[config.mk]
export PLATFORM = sky130hd
export DESIGN_NAME = cmd_stream_router
export DESIGN_NICKNAME = d
export VERILOG_FILES = /design/src/rtl/RegisterAndDescriptorDefines.sv /design/src/rtl/axis_skid_buffer.sv /design/src/rtl/cmd_stream_router.sv
export SDC_FILE = /design/constraint.sdc
export NUM_CORES = 1
export LEC_CHECK = 0
export BUFFER_PORTS_ARGS = -buffer_cell sky130_fd_sc_hd__buf_4
export CORE_AREA = 2 2 105 107
export DETAILED_ROUTE_END_ITERATION = 10
export DIE_AREA = 0 0 107 109
export HOLD_SLACK_MARGIN = 0.12
export MAX_ROUTING_LAYER = met4
export PLACE_DENSITY = 0.83
export SLEW_MARGIN = 20
export SYNTH_ARGS = -nofsm -noshare
export SYNTH_HDL_FRONTEND = slang
export SYNTH_SLANG_ARGS = --single-unit
[constraint.sdc]
create_clock -name aclk -period 4.5 [get_ports aclk]
set_input_delay 0.9 -clock aclk [delete_from_list [all_inputs] [get_ports aclk]]
set_output_delay 0.9 -clock aclk [all_outputs]
set_load 0.01 [all_outputs]
[src/rtl/RegisterAndDescriptorDefines.sv]
// RegisterAndDescriptorDefines: opcodes, header layout, FSM encoding and beat-count helper
package RegisterAndDescriptorDefines;
  localparam int LEN_W = 20;
  typedef enum logic [3:0] {OP_NOP = 4'd0, OP_STREAM = 4'd1, OP_FRAMEBUFFER = 4'd2} opcode_t;
  typedef enum logic [2:0] {
    WAIT_IDLE = 3'd0,
    HEADER    = 3'd1,
    STREAM    = 3'd2,
    DRAIN     = 3'd3,
    FB_WAIT   = 3'd4
  } state_t;
  typedef struct packed {
    logic [3:0] op;
    logic [3:0] ch;
    logic [3:0] user;
    logic [LEN_W-1:0] len;
  } header_t;
  function automatic logic [LEN_W-1:0] beat_count(input logic [LEN_W-1:0] len, input int shift);
    logic [LEN_W:0] s;
    s = {1'b0, len} + (((LEN_W+1)'(1) << shift) - (LEN_W+1)'(1));
    return LEN_W'(s >> shift);
  endfunction
endpackage

[src/rtl/axis_skid_buffer.sv]
// axis_skid_buffer: output register plus one-entry skid; s_ready is a pure register decode
module axis_skid_buffer #(
  parameter int WIDTH = 32
) (
  input  logic             aclk,
  input  logic             resetn,
  input  logic             s_valid,
  output logic             s_ready,
  input  logic [WIDTH-1:0] s_data,
  output logic             m_valid,
  input  logic             m_ready,
  output logic [WIDTH-1:0] m_data
);
  logic             skid_valid;
  logic [WIDTH-1:0] skid_data;
  assign s_ready = !skid_valid;
  always_ff @(posedge aclk or negedge resetn)
    if (!resetn) begin
      m_valid    <= 1'b0;
      m_data     <= '0;
      skid_valid <= 1'b0;
      skid_data  <= '0;
    end else if (!skid_valid) begin
      if (!m_valid || m_ready) begin
        m_valid <= s_valid;
        m_data  <= s_data;
      end else if (s_valid) begin
        skid_valid <= 1'b1;
        skid_data  <= s_data;
      end
    end else if (m_ready) begin
      m_data     <= skid_data;
      skid_valid <= 1'b0;
    end
endmodule

[src/rtl/cmd_stream_router.sv]
// cmd_stream_router: parses command headers and routes counted payload beats to one channel,
// drains unknown channels, and hands framebuffer commands to the fb interface.
module cmd_stream_router
  import RegisterAndDescriptorDefines::*;
#(
  parameter int CMD_STREAM_WIDTH = 32,
  parameter int NUM_CHANNELS     = 5,
  parameter int RENDER_CHANNEL   = 1
) (
  input  logic                        aclk,
  input  logic                        resetn,
  input  logic                        s_cmd_axis_tvalid,
  output logic                        s_cmd_axis_tready,
  input  logic                        s_cmd_axis_tlast,
  input  logic [CMD_STREAM_WIDTH-1:0] s_cmd_axis_tdata,
  output logic [CMD_STREAM_WIDTH-1:0] m_cmd_axis_tdata,
  output logic [3:0]                  m_cmd_axis_tuser,
  output logic                        m_cmd_axis_tlast,
  output logic [NUM_CHANNELS-1:0]     m_cmd_axis_tvalid,
  input  logic [NUM_CHANNELS-1:0]     m_cmd_axis_tready,
  input  logic                        rasterizerRunning,
  input  logic                        pixelInPipeline,
  output logic                        startRendering,
  output logic                        fbApply,
  output logic [3:0]                  fbCmd,
  input  logic                        fbApplied,
  output logic                        errUnknownChannel,
  output logic [2:0]                  dbgState
);
  localparam int SHIFT = $clog2(CMD_STREAM_WIDTH / 8);
  localparam logic [4:0] NUM_CH = 5'(NUM_CHANNELS);
  localparam logic [3:0] RENDER = 4'(RENDER_CHANNEL);
  state_t state, state_n;
  header_t hdr;
  logic [LEN_W-1:0] cnt, hdr_beats;
  logic [3:0] ch;
  logic [NUM_CHANNELS-1:0] sel;
  logic bad_ch, sk_in_valid, sk_in_ready, sk_valid, out_ready, last_out, fire, unused_tlast;
  logic [CMD_STREAM_WIDTH:0] sk_out;
  assign unused_tlast = s_cmd_axis_tlast;
  assign hdr = header_t'(s_cmd_axis_tdata[31:0]);
  assign hdr_beats = beat_count(hdr.len, SHIFT);
  assign bad_ch = {1'b0, hdr.ch} >= NUM_CH;
  assign sel = NUM_CHANNELS'(1) << ch;
  assign out_ready = |(m_cmd_axis_tready & sel);
  assign last_out = sk_valid && m_cmd_axis_tlast && out_ready;
  // Payload intake stops once the counted beats are in, so the next header is never swallowed.
  assign sk_in_valid = state == STREAM && cnt != '0 && s_cmd_axis_tvalid;
  assign s_cmd_axis_tready = state == HEADER || state == DRAIN || (state == STREAM && cnt != '0 && sk_in_ready);
  assign fire = s_cmd_axis_tvalid && s_cmd_axis_tready;
  assign {m_cmd_axis_tlast, m_cmd_axis_tdata} = sk_out;
  assign m_cmd_axis_tvalid = sk_valid ? sel : '0;
  assign dbgState = state;
  axis_skid_buffer #(.WIDTH(CMD_STREAM_WIDTH + 1)) u_skid (
    .aclk    (aclk),
    .resetn  (resetn),
    .s_valid (sk_in_valid),
    .s_ready (sk_in_ready),
    .s_data  ({cnt == LEN_W'(1), s_cmd_axis_tdata}),
    .m_valid (sk_valid),
    .m_ready (out_ready),
    .m_data  (sk_out)
  );
  always_comb begin
    state_n = state;
    unique case (state)
      WAIT_IDLE: state_n = (!rasterizerRunning && !pixelInPipeline && fbApplied && !fbApply && !startRendering) ? HEADER : WAIT_IDLE;
      HEADER: if (s_cmd_axis_tvalid)
        state_n = hdr.op == OP_STREAM ? (hdr_beats == '0 ? WAIT_IDLE : bad_ch ? DRAIN : STREAM)
                : hdr.op == OP_FRAMEBUFFER ? FB_WAIT : WAIT_IDLE;
      STREAM:  state_n = last_out ? WAIT_IDLE : STREAM;
      DRAIN:   state_n = (s_cmd_axis_tvalid && cnt == LEN_W'(1)) ? WAIT_IDLE : DRAIN;
      FB_WAIT: state_n = fbApplied ? FB_WAIT : WAIT_IDLE;
      default: state_n = WAIT_IDLE;
    endcase
  end
  always_ff @(posedge aclk or negedge resetn)
    if (!resetn) begin
      state             <= WAIT_IDLE;
      cnt               <= '0;
      ch                <= '0;
      m_cmd_axis_tuser  <= '0;
      startRendering    <= 1'b0;
      fbApply           <= 1'b0;
      fbCmd             <= '0;
      errUnknownChannel <= 1'b0;
    end else begin
      state <= state_n;
      if (state == HEADER && s_cmd_axis_tvalid) begin
        cnt              <= hdr_beats;
        ch               <= hdr.ch;
        m_cmd_axis_tuser <= hdr.user;
      end else if (fire) cnt <= cnt - LEN_W'(1);
      if (state == HEADER && state_n == DRAIN) errUnknownChannel <= 1'b1;
      if (state == HEADER && state_n == FB_WAIT) begin
        fbApply <= 1'b1;
        fbCmd   <= hdr.len[3:0];
      end else if (state == FB_WAIT && !fbApplied) fbApply <= 1'b0;
      startRendering <= (state == STREAM && last_out && ch == RENDER) || (startRendering && !rasterizerRunning);
    end
endmodule

[Word level (Yosys, flattened, before mapping)]
Index checks and enable logic that the tools add are counted.
Cells by class
  reductions and logical operators: 39
  eq/ne operators: 11
  shift operators: 1
  bitwise logic cells: 3
  order comparisons: 1
  add/sub/neg operators: 2
  mux-type cells: 22
Operator list (number)
  two-way mux 33 bit: 3
  two-way mux 20 bit: 2
  adder 20 x 2 -> 21 bit (second input constant): 1
  == test 20 x 1 -> 1 bit (second input constant): 1
  logical NOT 20 bit: 1
  nonzero test 20 bit: 1
  subtractor 20 x 1 -> 20 bit (second input constant): 1
  logical AND 1 bit: 18
  case mux 3 bit (5 select lines): 1
  two-way mux 3 bit: 4
  == test 3 x 2 -> 1 bit (second input constant): 3
  == test 4 x 1 -> 1 bit (second input constant): 2
  two-way mux 1 bit: 8
  logical NOT 1 bit: 7
  == test 3 bit (second input constant): 2
  two-way mux 2 bit: 3
  nonzero test 2 bit: 3
  AND 5 bit: 1
  two-way mux 5 bit: 1
  OR reduction 5 bit: 1
  << shifter 1 x 4 -> 5 bit (first input constant): 1
  == test 4 x 2 -> 1 bit (second input constant): 1
  greater-or-equal comparator 4 x 3 -> 1 bit (second input constant): 1
  logical OR 1 bit: 4
  6 further kinds: 8
Word-level totals
  logic and storage cells: 91
  register bits after elaboration: 106

[Longest topological paths before layout]
Gate-level depths: netlist (run 1).
  word-level depth: 10
  gate-level depth with buffers: 8

[By module]
Synthesis (run 1) repeated with hierarchy kept, for this count alone.
Unflattened totals
  cell total of the unflattened synthesis: 557
  area, all modules: 5790.6 um^2
By module, submodules not included
  axis_skid_buffer: times used 1, area an instance 3072.9 um^2, seq. area each 1701.6 um^2, cells each 228
  cmd_stream_router: times used 1, area an instance 2717.6 um^2, seq. area each 950.9 um^2, cells each 329

[Least setup slack after synthesis (run 1)]
OpenSTA, ideal clock, no wires.
  path type: input to register
  start point: in m_cmd_axis_tready[3]
  end point: reg u_skid.skid_data[0]
  setup slack: 1872 ps
  stages: 6
  buffers on the path: 1
  arrival time: 2503 ps
  path through: mux4_2 a21oi_2 nor2_1 nor3b_4 buf_6 mux2_4
Between the ends
  longest elaborated chain between the ends: 5
RTL lines
  start: declaration: line cmd_stream_router.sv:20  | input logic [NUM_CHANNELS-1:0] m_cmd_axis_tready,
  AND 5 bit: line cmd_stream_router.sv:45  | assign out_ready = |(m_cmd_axis_tready & sel);
  OR reduction 5 bit: line cmd_stream_router.sv:45
  logical OR 1 bit: line axis_skid_buffer.sv:24  | if (!m_valid || m_ready) begin
  NOT 1 bit (no source line)
  AND reduction 3 bit (no source line)
  end signal: assignment: line axis_skid_buffer.sv:29  | skid_data <= s_data;
  end: declaration: line axis_skid_buffer.sv:15  | logic [WIDTH-1:0] skid_data;
Every way passes these cells.
A chain may end at the register's enable or synchronous reset.

[Worst setup path after layout (run 1)]
  start point: reg cnt[0]
  end point: out s_cmd_axis_tready
Between the ends
  longest elaborated chain between the ends: 4
RTL lines
  start: declaration: line cmd_stream_router.sv:35  | logic [LEN_W-1:0] cnt, hdr_beats;
  start signal: assignment: line cmd_stream_router.sv:90  | cnt <= hdr_beats;
  start signal: assignment: line cmd_stream_router.sv:93  | end else if (fire) cnt <= cnt - LEN_W'(1);
  nonzero test 20 bit: line cmd_stream_router.sv:49  | assign s_cmd_axis_tready = state == HEADER || state == DRAIN || (state == STREAM && cnt != '0 && sk_in_ready);
  logical AND 1 bit (2 in series): line cmd_stream_router.sv:49
  logical OR 1 bit: line cmd_stream_router.sv:49
  end: declaration: line cmd_stream_router.sv:13  | output logic s_cmd_axis_tready,
Every way passes these cells.

==> results.txt, run 1 <==
The run finished with clean final reports. CTS saw 106 sinks. The tools report the remaining antenna violation count as 0. For the worst-skew pair, the clock arrives at the later sink with an insertion delay of 380 ps. The run gives 679 as the number of nets in the final layout. Of all nets on the critical path, the largest fanout is 9. Clock skew on the completed layout was measured at 15.5 ps. TritonCTS built the clock tree. Hold timing on the final database bottoms out at a slack of 493 ps.

After synthesis the netlist holds a flip-flop and latch count of 106. The initial utilization of the core area, before any placement, comes to 53.5%. The tools report the detailed-routed wire length on met3 as 839 um. The share of synthesized registers carrying an async set or reset is 100%, and the logic depth of the worst register-to-register path is 7. After clock tree synthesis, the repair step resized 0 gates.

The part of the Yosys area used for sequential elements came out at 46.7%. The number of antenna repair diodes is 0, and the total number of vias is 4731. The cell count after synthesis is 557. After detailed routing, the number of remaining DRC violations is 0. Cell internal power was estimated by the tool at 2.39 mW. The run gives 0 as the post-CTS setup buffer count. Global routing consumed, over all layers together, 24.7% of the routing resources. Summed over all layers, the global routing overflow is 0. No sink is reached through more buffers than the 2 on the longest clock path. The power after layout came out at 3.89 mW.

The worst path buffer plus inverter count works out to 2. In this run, post-CTS hold repair placed 0 buffers. Yosys attributes the largest share of cell area to dfrtp_1, mux2_4, mux2i_1. The number of vias per cell works out to 6.08. Worst hold path class: register to register. The die is 107 um wide. On the critical path, the stage with the largest delay is an instance of nand4_1.

The launch instance of the worst min-delay path is m_cmd_axis_tuser[1]. The share of total power dissipated in combinational logic is 40.0%. The first detailed-routing pass ran for 5 iterations. The number of slew-limit violations in the final report came out at 0. Reported net switching power: 1.50 mW. The remaining max-slew budget at the tightest pin was 44.3%; the routed wire length was 14000 um.

The power share of the clock group was 17.2%; the total power divided by cell area was 579 nW/um^2. The worst register-to-register path ends at cnt[12]. The initial antenna violation count is 0, and the unique cell type count in the Yosys netlist is 68.

Setup repair after global routing left no endpoint under its margin. The detailed router's first-iteration violation count is 394. After detailed routing, no signal wire sits above met4. The library cells used most frequently in the layout, excluding fill and tap cells, are dfrtp_1, buf_4, a21oi_1, nor2_1, nand2_1.

The biggest area contributor in the post-synthesis netlist is dfrtp_1. The fraction of layout instances using a drive strength above 1 is 27.1%, and the global placement routability congestion is 0.917. Largest net degree at the start of global routing: 85. The largest stage delay on the critical path was 470 ps. The run gives 22300 um as the wire length of the first global-routing pass. The tools report the number of I/O pins as 97. The post-route met1 wirelength is 5920 um. The number of failing hold endpoints at the final stage is 0. The actual transition at the worst max-transition pin is 835 ps. The run gives 6930 um as the met2 layer wire length in the routed design. The number of standard-cell rows in the floorplan is 38, and the area of the die is 11700 sq um.

For the via count of the first global-routing pass, the log shows 4531. The detail-routed net length per standard cell came out at 17.9 um. Most frequent standard cell in the layout excluding fill and tap cells: dfrtp_1. The required time of the critical path came out at 3600 ps. In this run switching power makes up 38.6% of total power. Timing would allow up to 0.289 GHz. The tools report the utilization of the core after routing as 63.4%. IR analysis of the VDD net gives a maximum drop of 0.298 mV.

The vertical die dimension was 109 um; the count of buffers from port buffering was 95. The worst hold path passes through 2 cells. The kind of cell with the highest combined delay along the critical path is simple AND/OR/NAND/NOR gates. Start of the worst register-to-register path: cnt[0]. Nature of the critical path startpoint: a register. The cell sitting at the root of the clock tree is a clkbuf_8. For this run, the number of Yosys warnings is 0. The tools report the end point of the most critical hold path as m_cmd_axis_tuser[1]. The clock tree synthesis step divided the H-tree into 3 levels.

For the synthesized netlist net count, the log shows 603. In this run the biggest area consumer among cell types represents 46.7% of the synthesized area. Data on the critical path arrives at its endpoint at 2560 ps.

The capturing element type of the critical path is an output port. Traced cell by cell, the critical path runs through inv_1 -> ha_1 -> nor3b_2 -> nand4_1 -> o211ai_1 -> nand2_1 -> buf_4. Detailed placement ended at an HPWL of 9610 um. The summed negative setup slack over all endpoints is 0 ps.

Dividing the synthesized area by the synthesized cell count gives 10.2 sq um. The share of total power dissipated in sequential elements is 42.8%. The run gives 6470 sq um as the standard cell area after detailed placement. Clock-pin slew was measured on the worst setup and hold paths at 110 ps.

Setup violations remaining at the end of the flow were counted as 0. The worst path uses 76.9% of the clock period. Counting flops with a built-in enable in the synthesized netlist gives 0.

The tools report the post-synthesis instance area as 5680 sq um. The worst setup path is of the register to output port kind. The logs give 6720 sq um for the design area and 1510 ps for the slack of the worst reg-to-reg path.

Relative to the synthesized area, the layout overhead comes to 18.4%. Core footprint: 10600 sq um. The post-route minimum period was 3460 ps; the static power due to leakage was 2.93 nW. The tool flagged a number of max-cap violations equal to 0. Buffers inserted during clock tree synthesis total 9. Among all flip-flop cells after synthesis, the most frequent one is dfrtp_1.
==> state kept, by name, indices dropped and copies added, names as in the netlist <==
| name | count |
|---|---|
| cnt | 20 |
| startRendering | 1 |
| u_skid.skid_valid | 1 |
| u_skid.m_valid | 1 |
| errUnknownChannel | 1 |
| u_skid.skid_data | 33 |
| dbgState | 3 |
| ch | 4 |
| fbCmd | 4 |
| u_skid.m_data | 33 |
| m_cmd_axis_tuser | 4 |
| fbApply | 1 |
==> how the worst max path moves through the flow <==
stage / startpoint / end / slack (ps) / cells past startpoint
finish: cnt[0] / s_cmd_axis_tready / 1040 / 7
global route: cnt[1] / s_cmd_axis_tready / 860 / 7
CTS: cnt[0] / s_cmd_axis_tready / 1160 / 7
detailed placement: m_cmd_axis_tready[3] / u_skid.skid_data[16] / 1350 / 7
global placement: m_cmd_axis_tready[3] / u_skid.skid_data[16] / 1350 / 7
floorplan: m_cmd_axis_tready[3] / u_skid.skid_data[0] / 1870 / 6
==> through the flow <==
stage,setup WS (ps),instances
floorplan,1870,557
global placement,1350,761
detailed placement,1350,761
CTS,1160,777
global route,861,778
finish,1040,778
==> cells by family (layout without fill, tap and decap cells) <==
group                    Yosys count  count (layout)  share of synthesized area (%)
AND/OR/NAND/NOR                  189             189                           17.8
AO/OA/AOI/OAI                    131             131                           14.4
flip-flops                       106             106                           46.7
multiplexers                      70              70                           15.2
buffers and inverters             47             128                           3.57
XOR/XNOR                          12              12                           1.85
adder cells (fa/ha/maj)            2               2                          0.441
==> synthesized netlist by cell type, drive strengths merged, types with 10 or more instances <==
master	instances
nor3	15
clkbuf	28
o21ai	26
nor4	10
nor2	50
a21oi	60
mux2	36
nand2	48
nand3	11
xnor2	10
dfrtp	106
mux2i	33
inv	11
nand4	10
==> area by class of cell <==
cell class / count / area, sq um
multi-input cells: 404 / 2860
repair buffers: 101 / 766
flip-flops and latches: 106 / 2660
clock inverters: 6 / 87.6
fillers: 798 / 3880
clock buffers: 10 / 138
well taps: 140 / 175
inverters: 11 / 41.3
==> power groups by stage <==
stage	registers, mW	logic [mW]	clock network (mW)
finish	1.67	1.56	0.669
global placement	1.64	1.48	0
floorplan	1.64	0.919	0
global route	1.71	1.70	0.713
CTS	1.66	1.54	0.668
detailed placement	1.67	1.53	0
==> tightest hold or removal path: stages (launching register included) <==
cell and delay [ps]:
dfrtp_1 360, nand2_1 50, nand2_1 50
==> metal layers <==
layer | vias to the layer above | track usage, %
met3 | 32 | 4.06
met4 | 0 | 8.26
met1 | 2324 | 33.0
met5 | - | -
li1 | 2178 | -
met2 | 197 | 38.8
(Power assumes the default switching activity.)
==> run 2, diff against run 1 <==
--- a/config.mk
+++ b/config.mk
@@ -5,13 +5,14 @@
 export SDC_FILE = /design/constraint.sdc
 export NUM_CORES = 1
 export LEC_CHECK = 0
+export ABC_AREA = 1
 export BUFFER_PORTS_ARGS = -buffer_cell sky130_fd_sc_hd__buf_4
-export CORE_AREA = 2 2 105 107
+export CORE_AREA = 2 2 108 110
 export DETAILED_ROUTE_END_ITERATION = 10
-export DIE_AREA = 0 0 107 109
+export DIE_AREA = 0 0 110 112
 export HOLD_SLACK_MARGIN = 0.12
 export MAX_ROUTING_LAYER = met4
-export PLACE_DENSITY = 0.83
+export PLACE_DENSITY = 0.82
 export SLEW_MARGIN = 20
 export SYNTH_ARGS = -nofsm -noshare
 export SYNTH_HDL_FRONTEND = slang
==> constraint.sdc (replaced) <==
create_clock -name aclk -period 2.9 [get_ports aclk]
set_input_delay 0.58 -clock aclk [delete_from_list [all_inputs] [get_ports aclk]]
set_output_delay 0.58 -clock aclk [all_outputs]
set_load 0.01 [all_outputs]
==> run 2 against run 1 <==
  * Via count grew 13%
  * Critical path type unchanged
  * Highest routed layer unchanged
  * Setup slack lost 650 ps
  * Synthesized cell count grew 37%
  * Hold slack lost 290 ps
  * Cell count grew 28%
  * Combinational power grew 24%
  * Clock skew shrank 0.80 ps
  * Register-to-register slack lost 1100 ps
==> results.txt, run 2 <==
The combined global-route utilization of all metal layers is 25.3% (+0.57 points). The number of standard-cell rows in the floorplan is 39 (+2.6%). The tools report the total number of vias as 5324 (+13%).

The required time of the critical path is 2320 ps (-1280 ps). The number of I/O pins came out at 97 (unchanged). The tools report the number of fill cells as 997 (+25%). The tools report the endpoint of the lowest-slack register-to-register path as cnt[10]. The cell sitting at the root of the clock tree is a clkbuf_16.

The tools report the static power due to leakage as 3.44 nW (+17%). The combined flip-flop and latch cell area was 2650 sq um (-0.14%); the total power divided by cell area was 798 nW/um^2 (+38%). The worst-path maximum fanout came out at 5 (-4). The run gives 11200 sq um (+5.4%) as the core footprint.

The number of synthesized register bits works out to 106 (unchanged). The overall overflow remaining after global route was 0 (unchanged). The slowest library cell on the worst path is dfrtp_1.

Remaining antenna violation count: 0 (unchanged). For the first-pass iteration count of the detailed router, the log shows 5 (unchanged). The detailed router's first-iteration violation count came out at 493 (+25%). The worst setup path is captured at an output port.

For the maximum clock insertion buffer count, the log shows 2 (unchanged). The area growth from synthesis to layout came out at 21.0%. The worst setup path is of the register to output port kind. The number of nets in the final layout was 894 (+32%). The post-cts sizing count came out at 0 (unchanged). The final-layout worst hold slack is 200 ps (-293 ps). The TritonCTS buffer count was 9 (unchanged); the logic depth of the worst register-to-register path was 12 (+5). In the synthesized netlist the dominant register cell turns out to be dfrtp_1.

The area of the die is 12300 sq um (+5.6%), and the part of the cycle the worst path needs is 86.5%. The number of slew-limit violations in the final report is 0 (unchanged). The vertical die dimension works out to 112 um (+2.8%). The depth of the CTS H-tree is 3 (unchanged).

The count of warnings emitted by yosys was 0 (unchanged). The commonest cells after synthesis are nand2_1, dfrtp_1, nor2_1. The tools report the sink count of the clock tree as 106 (unchanged).

The number of failing hold endpoints at the final stage was 0 (unchanged); the initial antenna violation count was 0 (unchanged). For the post-CTS setup buffer count, the log shows 0 (unchanged). The run gives 36 (-47%) as the unique cell type count in the Yosys netlist. The tools report the setup skew after layout as 14.7 ps (-0.802 ps). By area the synthesized netlist is led by dfrtp_1, nand2_1, nor2_1. The setup-violating endpoint count in the final report is 0 (unchanged), and the top cell type's share of synthesized area is 47.5% (+0.75 points).

The largest registers in the layout are u_skid.m_data x33, u_skid.skid_data x33, cnt x20. The run gives 360 ps (-20 ps) as the later-pin clock latency in the skew report. The run finished with clean final reports. The tools report the number of DRC violations after detailed routing as 0 (unchanged). Number of vias per cell: 5.35 (-12%).

Most frequent standard cell in the layout excluding fill and tap cells: nand2_1. TritonCTS built the clock tree. The via count of the first global-routing pass is 4968 (+9.6%). The wire length of the first global-routing pass is 24000 um (+7.6%).

The chip width came out at 110 um (+2.8%). The share of synthesized registers carrying an async set or reset is 100% (unchanged). The count of buffers from port buffering works out to 95 (unchanged). The HPWL reported at the end of detailed placement was 10300 um (+7.1%).

The tools report the largest voltage drop on the vdd net as 0.357 mV (+20%). The global placement routability congestion was 0.914 (-0.34%); the actual transition at the worst max-transition pin was 990 ps (+155 ps). The power after layout was 5.39 mW (+39%).

The tools report the start of the worst register-to-register path as cnt[0]. The post-synthesis instance area is 5590 sq um (-1.6%), and the summed negative setup slack over all endpoints is 0 ps (unchanged). Multi-input combinational cell area: 2550 sq um (-11%). dfrtp_1 takes more of the synthesized area than any other cell.

The average instance area after synthesis works out to 7.34 sq um (-28%). In the post-synthesis netlist, the cell with the most instances is nand2_1. The remaining max-slew budget at the tightest pin is 33.6% (-11 points), and the number of max-cap violations is 0 (unchanged).

The number of synthesized flops with an enable pin is 0 (unchanged). The routed wire length is 14500 um (+3.9%). The signal on the critical path passes through nor2_1 -> nand2_1 -> nor2_1 -> nand3_2 -> o21ai_1 -> or2_1 -> nand2_1 -> buf_4. The fraction of layout instances using a drive strength above 1 was 16.6% (-10 points); the largest net degree at the start of global routing was 67 (-21%). The worst hold path class is input port to asynchronous set/reset pin. The part of the Yosys area used for sequential elements is 47.5% (+0.75 points).

The cell count after synthesis is 761 (+37%), and the slack of the worst reg-to-reg path is 450 ps (-1060 ps). The arrival time at the worst endpoint was 1930 ps (-630 ps); the clock-pin slew of the registers on the worst-case setup and hold paths was 80 ps (-30 ps). The run gives 807 (+34%) as the synthesized netlist net count.

The detail-routed net length per standard cell is 14.6 um (-19%), and the largest stage delay on the critical path is 410 ps (-60 ps). The number of hold buffers added after CTS was 0 (unchanged). The upper clock frequency limit is 0.399 GHz. The run gives 50.0% (-3.5 points) as the initial standard-cell utilization of the core.

Setup repair after global routing left no endpoint under its margin. Number of antenna repair diodes: 0 (unchanged). STA classifies the critical path startpoint as a register. The clock period could shrink to 2510 ps. The top cell types in the final layout, fill and taps aside, are nand2_1, dfrtp_1, buf_4, nor2_1, inv_1.
-- run 2: changes by cell type after synthesis, sizes merged, moves of 31 or more --
| cell | change |
|---|---|
| mux2 | -36 |
| inv | +60 |
| a31oi | +31 |
| nand2 | +202 |
| a21oi | -48 |
| nor2 | +55 |
| mux2i | -33 |
| o21ai | +46 |
-- run 2: metrics by stage --
stage | setup WS (ps) | area (sq um) | utilization [%] | cells
5_1_grt | 243 | 6760 | 60.5 | 996
4_1_cts | 384 | 6760 | 60.5 | 996
6_report | 392 | 6760 | 60.5 | 996
2_1_floorplan | 819 | 5590 | - | 761
3_3_place_gp | 475 | 6460 | 57.8 | 980
3_5_place_dp | 447 | 6460 | 57.8 | 980
-- run 2: critical path, delay by kind of cell, from the launching register on --
kind,cells,cell delay [ps]
AND/OR/NAND/NOR,6,900
buffers and inverters,1,160
AO/OA/AOI/OAI,1,110
flip-flops,1,410
-- run 2: how the worst max path moves through the flow --
| stage | startpoint | endpoint | slack (ps) | cells past startpoint |
|---|---|---|---|---|
| 6_report | cnt[14] | s_cmd_axis_tready | 390 | 8 |
| 5_1_grt | cnt[0] | cnt[10] | 240 | 12 |
| 4_1_cts | cnt[14] | s_cmd_axis_tready | 380 | 8 |
| 3_5_place_dp | s_cmd_axis_tdata[4] | errUnknownChannel | 450 | 16 |
| 3_3_place_gp | s_cmd_axis_tdata[2] | errUnknownChannel | 470 | 16 |
| 2_1_floorplan | cnt[0] | u_skid.skid_data[12] | 820 | 14 |
-- run 2: kinds of logic after synthesis --
family                   synth area share [%]
adder cells (fa/ha/maj)                 0.448
XOR/XNOR                                 1.57
AO/OA/AOI/OAI                            13.2
buffers and inverters                    7.14
flip-flops                               47.5
AND/OR/NAND/NOR                          30.1
-- run 2: final cells by class --
type | instances | share of cell area (%)
Sequential cell | 106 | 39.2
Multi-Input combinational cell | 555 | 37.7
Timing Repair Buffer | 105 | 12.0
Inverter | 71 | 3.98
Clock buffer | 9 | 3.33
Tap cell | 143 | 2.65
Clock inverter | 7 | 1.11
-- run 2: routing by layer --
| metal | track usage, % | vias to the layer above | part of all wire [%] |
|---|---|---|---|
| li1 | - | 2632 | - |
| met1 | 35.3 | 2481 | 45 |
| met2 | 38.1 | 188 | 47 |
| met3 | 2.81 | 23 | 5.8 |
| met4 | 9.20 | 0 | 2.2 |
| met5 | - | - | 0 |
-- run 2: power breakdown --
part	internal, mW	switching, mW
clock	0.618	0.620
sequential	1.90	0.311
combinational	0.792	1.15
